## src/rtl/demo_recorder.sv

```systemverilog
// Samples live synth channel state at a fixed step rate and streams packed step words to a song RAM.
// A take runs until rec_stop or until the RAM is full; reset aborts it.
module demo_recorder #(
    parameter int unsigned NUM_CHANNELS = 25,
    parameter int unsigned SONG_LENGTH  = 1536,
    parameter int unsigned CLK_DIVIDE   = 149999,
    parameter int unsigned ADDR_SIZE    = $clog2(SONG_LENGTH)
) (
    input  logic                      clk,
    input  logic                      rst,
    input  logic [NUM_CHANNELS-1:0]   channel_ena,
    input  logic [2*NUM_CHANNELS-1:0] waveforms,
    input  logic [12*NUM_CHANNELS-1:0] pitches,
    input  logic                      rec_start,
    input  logic                      rec_stop,
    output logic                      wr_en,
    output logic [ADDR_SIZE-1:0]      wr_addr,
    output logic [95:0]               wr_data,
    output logic [ADDR_SIZE:0]        rec_length,
    output logic                      recording,
    output logic                      done,
    output logic                      overflow
);

    localparam int unsigned DivW     = (CLK_DIVIDE > 0) ? $clog2(CLK_DIVIDE + 1) : 1;
    localparam int unsigned NumSlots = 6;
    localparam logic [ADDR_SIZE-1:0] LastAddr  = ADDR_SIZE'(SONG_LENGTH - 1);
    localparam logic [DivW-1:0]      DivReload = DivW'(CLK_DIVIDE);

    typedef enum logic [1:0] {StIdle, StRecord, StDone} state_e;

    state_e                 state_q, state_d;
    logic [DivW-1:0]        div_q, div_d;
    logic [ADDR_SIZE-1:0]   addr_q, addr_d;
    logic [ADDR_SIZE:0]     len_q, len_d;
    logic                   ovf_q, ovf_d;
    logic                   wr_en_q, wr_en_d;
    logic [ADDR_SIZE-1:0]   wr_addr_q, wr_addr_d;
    logic [95:0]            wr_data_q, wr_data_d;

    logic                   tick;
    logic [95:0]            step_word;
    logic                   step_ovf;
    logic [2:0]             slot;

    assign tick = (div_q == '0);

    // Enabled channels claim slots in ascending index order; the rest are dropped.
    always_comb begin
        step_word = '0;
        step_ovf  = 1'b0;
        slot      = '0;
        for (int k = 0; k < NUM_CHANNELS; k++) begin
            if (channel_ena[k]) begin
                if (slot < 3'(NumSlots)) begin
                    step_word[{slot, 4'b0000} +: 16] =
                        {1'b1, waveforms[2*k +: 2], 1'b0, pitches[12*k +: 12]};
                    slot = slot + 3'd1;
                end else begin
                    step_ovf = 1'b1;
                end
            end
        end
    end

    always_comb begin
        state_d   = state_q;
        div_d     = div_q;
        addr_d    = addr_q;
        len_d     = len_q;
        ovf_d     = ovf_q;
        wr_en_d   = 1'b0;
        wr_addr_d = wr_addr_q;
        wr_data_d = wr_data_q;
        unique case (state_q)
            StIdle, StDone: begin
                if (rec_start && !rec_stop) begin
                    state_d = StRecord;
                    addr_d  = '0;
                    len_d   = '0;
                    ovf_d   = 1'b0;
                    div_d   = '0;
                end
            end
            StRecord: begin
                div_d = tick ? DivReload : div_q - 1'b1;
                if (tick) begin
                    wr_en_d   = 1'b1;
                    wr_addr_d = addr_q;
                    wr_data_d = step_word;
                    addr_d    = addr_q + 1'b1;
                    len_d     = {1'b0, addr_q} + 1'b1;
                    if (step_ovf) begin
                        ovf_d = 1'b1;
                    end
                    if (addr_q == LastAddr) begin
                        state_d = StDone;
                    end
                end
                if (rec_stop) begin
                    state_d = StDone;
                end
            end
            default: state_d = StIdle;
        endcase
    end

    always_ff @(posedge clk or posedge rst) begin
        if (rst) begin
            state_q   <= StIdle;
            div_q     <= '0;
            addr_q    <= '0;
            len_q     <= '0;
            ovf_q     <= 1'b0;
            wr_en_q   <= 1'b0;
            wr_addr_q <= '0;
            wr_data_q <= '0;
        end else begin
            state_q   <= state_d;
            div_q     <= div_d;
            addr_q    <= addr_d;
            len_q     <= len_d;
            ovf_q     <= ovf_d;
            wr_en_q   <= wr_en_d;
            wr_addr_q <= wr_addr_d;
            wr_data_q <= wr_data_d;
        end
    end

    assign wr_en      = wr_en_q;
    assign wr_addr    = wr_addr_q;
    assign wr_data    = wr_data_q;
    assign rec_length = len_q;
    assign overflow   = ovf_q;
    assign recording  = (state_q == StRecord);
    assign done       = (state_q == StDone);

endmodule

```

## config.mk

```make
export PLATFORM = sky130hd
export DESIGN_NAME = demo_recorder
export DESIGN_NICKNAME = d
export VERILOG_FILES = /design/src/rtl/demo_recorder.sv
export SDC_FILE = /design/constraint.sdc
export NUM_CORES = 2
export LEC_CHECK = 0
export CORE_MARGIN = 1
export CORE_UTILIZATION = 40
export CTS_BUF_LIST = sky130_fd_sc_hd__clkbuf_16
export DETAILED_ROUTE_END_ITERATION = 7
export PLACE_DENSITY = 0.62
export SLEW_MARGIN = 20
export SYNTH_ARGS = -nofsm -noshare
export SYNTH_HDL_FRONTEND = slang
export SYNTH_SLANG_ARGS = --single-unit
```

## constraint.sdc

```tcl
create_clock -name clk -period 11.1 [get_ports clk]
set_input_delay 2.22 -clock clk [delete_from_list [all_inputs] [get_ports clk]]
set_output_delay 2.22 -clock clk [all_outputs]
set_load 0.005 [all_outputs]
```

======== Word-level counts from Yosys, hierarchy flattened ========
Cells that the tools add are included.
word-level totals
  bits in registers ....................... 152
  latch bits .............................. 0
  RAM bits ................................ 0
  memory bits (read-only) ................. 0
  input bits .............................. 379
  output and inout port bits .............. 123
  logic and storage cells ................. 337
  memories ................................ 0
operators by class
  $add $sub $neg .......................... 50
  multipliers ............................. 0
  div/mod/pow operators ................... 0
  magnitude comparators ................... 24
  equal/unequal tests ..................... 8
  shifts and indexed selects .............. 48
  muxes and demuxes ....................... 188
  bitwise gates (word level) .............. 0
  reduce and logical (&&, ||, !) cells .... 11
operator list
  cell                                                                      count
  96-bit two-way mux                                                        48
  96-bit bitwise mux                                                        24
  16-bit by 9-bit variable shift with 96-bit output (first input constant)  24
  16-bit by 9-bit indexed part select with 96-bit output                    24
  7-bit negation with 9-bit output                                          24
  3-bit two-way mux                                                         46
  3-bit < comparator (second input constant)                                24
  3-bit by 1-bit adder with 3-bit output (second input constant)            23
  1-bit two-way mux                                                         54
  18-bit two-way mux                                                        2
  18-bit case mux with 2 select lines                                       1
  12-bit two-way mux                                                        2
  12-bit case mux with 2 select lines                                       1
  11-bit two-way mux                                                        2
  11-bit case mux with 2 select lines                                       1
  18-bit logical NOT                                                        1
  18-bit by 1-bit subtractor with 18-bit output (second input constant)     1
  16-bit two-way mux                                                        1
  11-bit by 1-bit adder with 12-bit output (second input constant)          1
  11-bit by 1-bit adder with 11-bit output (second input constant)          1
  11-bit == test (second input constant)                                    1
  2-bit two-way mux                                                         4
  3-bit by 2-bit inequality test with 1-bit output (second input constant)  2
  3-bit AND reduction                                                       2
  13 further kinds                                                          15

======== Logic depth before layout (Yosys ltp) ========
  word-level depth ........................ 76
  depth in mapped cells ................... 113

======== Worst setup path before layout ========
Ideal clock, no wire load.
  path type ............................... in2reg
  start ................................... input channel_ena[1]
  end ..................................... register wr_data_q[32], in the netlist wr_data[32]
  library setup time ...................... 0.134 ns
  arrival ................................. 25.596 ns
  path slack .............................. -14.630 ns
  cell stages on the path ................. 107
  path through ............................ clkbuf_1 -> clkbuf_1 -> inv_1 -> ha_1 -> nand2b_1 -> nand2_1 -> ha_1 -> nand2_1 -> and2_1 -> buf_6 -> nand2_1 -> ha_1 -> and2_1 -> or2b_1 -> mux2_4 -> nand3_1 -> xor2_1 -> clkbuf_1 -> [... 71 more ...] -> a211oi_4 -> ha_1 -> nand2_1 -> xnor2_1 -> o211a_1 -> xnor2_4 -> clkbuf_1 -> ha_1 -> nand2_1 -> a32o_1 -> or2_2 -> ha_1 -> nand2_1 -> nor3b_1 -> o211ai_1 -> nand2_1 -> clkbuf_1 -> o21ai_0
between the ends
  longest elaborated chain between the ends .. 72
RTL lines
  what                                                                                  line    source
  from (decl)                                                                           11      input logic [NUM_CHANNELS-1:0] channel_ena,
  3-bit two-way mux                                                                     54      if (channel_ena[k]) begin
  3-bit by 1-bit adder with 3-bit output, or another cell as far along                  58      slot = slot + 3'd1;
  3-bit two-way mux, or another cell as far along                                       55      if (slot < 3'(NumSlots)) begin
  3-bit two-way mux / 96-bit bitwise mux (equally long branches)                        54, 56
  3-bit by 1-bit adder with 3-bit output, or another cell as far along                  58
  3-bit two-way mux, or another cell as far along                                       55
  3-bit two-way mux / 96-bit bitwise mux (equally long branches)                        54, 56
  3-bit by 1-bit adder with 3-bit output, or another cell as far along                  58
  [... 56 more ...]                                                                     n/a
  3-bit by 1-bit adder with 3-bit output, or another cell as far along                  58
  3-bit two-way mux, or another cell as far along                                       55
  3-bit two-way mux / 96-bit bitwise mux (equally long branches)                        54, 56
  7-bit negation with 9-bit output / 96-bit two-way mux (equally long branches)         56, 55
  16-bit by 9-bit indexed part select with 96-bit output, or another cell as far along  56      step_word[{slot, 4'b0000} +: 16] =
  96-bit bitwise mux                                                                    56
  96-bit two-way mux                                                                    55
  96-bit two-way mux *                                                                  54
  to (signal assigned)                                                                  126     wr_data_q <= wr_data_d;
  to (decl)                                                                             39      logic [95:0] wr_data_q, wr_data_d;
Every way passes the cells marked *; elsewhere a longest branch is shown, timed or not.
A chain may end at the register's enable or synchronous reset.

======== Worst setup path after layout ========
  start ................................... input channel_ena[1]
  end ..................................... register wr_data_q[26], in the netlist wr_data[26]
Same word-level chain as after synthesis.

==> run metrics <==
Fillers=7429; Remaining Overflow, GRT=0; IO Port Bufs=495; DR vias/cell=6.64; Clock Path Buffers=2; top cell type by total area after synthesis=dfrtp_1; failing checks=negative setup slack; Routed met2 length=80100 um; synth top area cells=dfrtp_1, mux2i_1, nand2_1; Final #Nets=about 6500; Tcrit/Tclk final=1.75; kind of end point of the critical path=flop; mapped cell area=33200 um2; DR top layer=met5; top-area cell type share of the netlist area=0.102; Tmin final=19470 ps; GR Util All Layers=0.442; Area growth syn-to-layout=49.2%; Worst-path clk slew=70 ps; vias in the first global route=42944; FP Rows=105; unrepaired setup endpoints after global routing=true; Synth Instances=between 4000 and 5000; Post-CTS Hold Buffers=0; first-pass GRT wire length=~280000 um; CTS tree=done; Die X-Extent=290 um; Critical Path Fanout Max=5; Worst Hold Class=flop to flop; routed wl met3=around 26000 um; area taken by multi-input logic gates=29100 um2; status=finished with violations; CP arrival=19840 ps; Die Area=84300 um2; H-Tree Depth=4; Die Y=290 um; pin count of the biggest net entering global routing=74; Root Buffer=clkbuf_16; worst setup margin=-8370 ps; part of the Yosys area used for sequential elements=0.102; max-cap viol count=0; Tightest Pin Transition=1260 ps; Finished Core Util=0.604; Routed WL=197000 um; # DRC=0; Iteration-0 DRC Markers=7364; Post-synth ARST share=1.00; clk sinks=about 140; FF+latch area=3380 um2; DRT Pass-1 Iters=7; Slew Limit Headroom=0.154; core box area=82100 um2; number of flops mapped to enable cells by yosys=0; FF+latch count, synth=between 100 and 150; required time of the critical path=11470 ps; slowest stage cell, crit path=fa_2; initial antenna violation count=35; Layout Skew=11.1 ps; Final GP Congestion=roughly 1.1; layout cell share with drive strength beyond 1=0.279; final slew viol count=0; fin cells=around 7100; Cell variety after synth=about 130; Fin. Hold Viols=0; maximum clock frequency=slightly above 50 MHz; slowest stage delay, CP=600 ps; Top FF cell, synth=dfrtp_1; Detail Placement HPWL=between 150000 and 200000 um; mean post-synth cell area=6.94 um2; worst skew pair latency=450 ps; Num CTS Buffers=17; Yosys Warn Count=0; drt wl/cell=roughly 28 um; crit path launch type=primary input; post-route ant nets=0; ports placed on the boundary=approximately 500; Placed Cells=6897; endpoints failing setup=91; crit-path most repeated cell=buf_4; routed vias=46920; crit path kind=primary input to flop; Initial Util=0.405; wire length on met1=between 80000 and 90000 um
-- cells in the final DEF (no fill, tap or decap), types with 57 or more instances in the layout --
cell | synthesis | final
mux2_2 | 149 | 146
and3_1 | 77 | 73
dfrtp_1 | 135 | 135
a22oi_1 | 99 | 92
nand2_1 | 537 | 509
o21ai_1 | 45 | 81
and2_1 | 72 | 63
nor3_1 | 86 | 77
mux2i_1 | 316 | 307
a31oi_1 | 81 | 79
o211ai_1 | 194 | 194
a211oi_1 | 155 | 148
a21oi_1 | 244 | 238
inv_1 | 135 | 127
ha_1 | 115 | 83
a311oi_1 | 57 | 57
nand4_1 | 93 | 93
clkdlybuf4s50_1 | 0 | 492
nand3_1 | 308 | 301
buf_4 | 15 | 1004
o21ai_0 | 304 | 257
nor2_1 | 255 | 248
buf_12 | 0 | 84
-- cells in the mapped netlist, types with 17 or more instances --
library cell,count
nand2_1,537
clkbuf_1,390
mux2i_1,316
nand3_1,308
o21ai_0,304
nor2_1,255
a21oi_1,244
o211ai_1,194
a211oi_1,155
mux2_2,149
dfrtp_1,135
inv_1,135
ha_1,115
a22oi_1,99
nand4_1,93
nor3_1,86
a31oi_1,81
and3_1,77
and2_1,72
a311oi_1,57
o21ai_1,45
o22ai_1,45
o31ai_1,42
nor4_1,37
a211o_1,36
or3_1,36
o31a_1,32
nor2b_1,31
a221oi_1,30
a2bb2oi_1,28
a32oi_1,28
nor3b_1,27
or2_2,26
buf_2,25
a21o_1,24
nand2b_1,23
o211a_1,23
o311ai_0,21
nand3b_1,20
xnor2_1,20
o221ai_1,17
-- path summary, 6_finish.rpt --
check                           slack [ps]            from     endpoint  cells past startpoint
worst max-delay path                 -8370  channel_ena[1]  wr_data[26]                     98
worst max register to register        6080        div_q[0]  wr_data[46]                     15
worst min register to register         480       div_q[16]    div_q[16]                      1
min in group asynchronous             2220             rst   wr_addr[8]                      2
max in group asynchronous             7440             rst  wr_data[94]                      3
worst min-delay path                   480       div_q[16]    div_q[16]                      1
-- sequential cells by signal, indices dropped and copies added (netlist names) --
signal,flops
addr_q,10
div_q,18
overflow,1
rec_length,2
state_q,2
wr_addr,11
wr_data,90
wr_en,1
-- critical path: cells and delay by family --
family,cells,cell delay (ps)
AOI/OAI and AO/OA,14,2450
xor gates and xnor gates,1,310
adders and majority gates,13,3740
buffers and inverters,31,3790
muxes,5,1350
and+or+nand+nor,34,5930
-- layer usage --
layer | GRT usage | vias to the layer above
met5 | 0 | -
met4 | 0.199 | 12
met3 | 0.120 | 656
met2 | 0.637 | 3438
met1 | 0.609 | 22083
li1 | - | 20731
-- cell type report --
type	count	share of cell area
diodes	26	0.00131
inverters	160	0.0128
repair buffers	1605	0.293
clock inverters	15	0.00285
multi-input cells	4039	0.587
clock buffers	17	0.00858
well taps	1070	0.0270
flip-flops and latches	135	0.0681
-- logic make-up after synthesis --
kind of cell | share of synthesized area
AO/OA/AOI/OAI | 0.351
XOR/XNOR | 0.0146
adder cells (fa/ha/maj) | 0.0439
buffers and inverters | 0.0774
flip-flops | 0.102
multiplexers | 0.148
other | 0.000113
AND/OR/NAND/NOR | 0.264
-- stage by stage --
stage / hold WS [ps] / area (um2) / TNS [ps] / worst slack, ps
floorplan: 442 / 34200 / -921860 / -10230
global placement: 458 / 47100 / -862850 / -9580
detailed placement: 467 / 47100 / -902460 / -10000
CTS: 480 / 48800 / -732590 / -8130
global route: 511 / 49600 / -805080 / -9000
finish: 478 / 49600 / -749120 / -8370
-- repair_timing --
item / in CTS / in global routing
cloned: 4 / 4
gates resized for setup: 132 / 94
setup buffers: 81 / 24
pin swaps: 83 / 72
setup endpoints to repair: 91 / 91
Power is not shown: default switching activity piles up to over one toggle a cycle in this logic, so the estimate is an artifact.
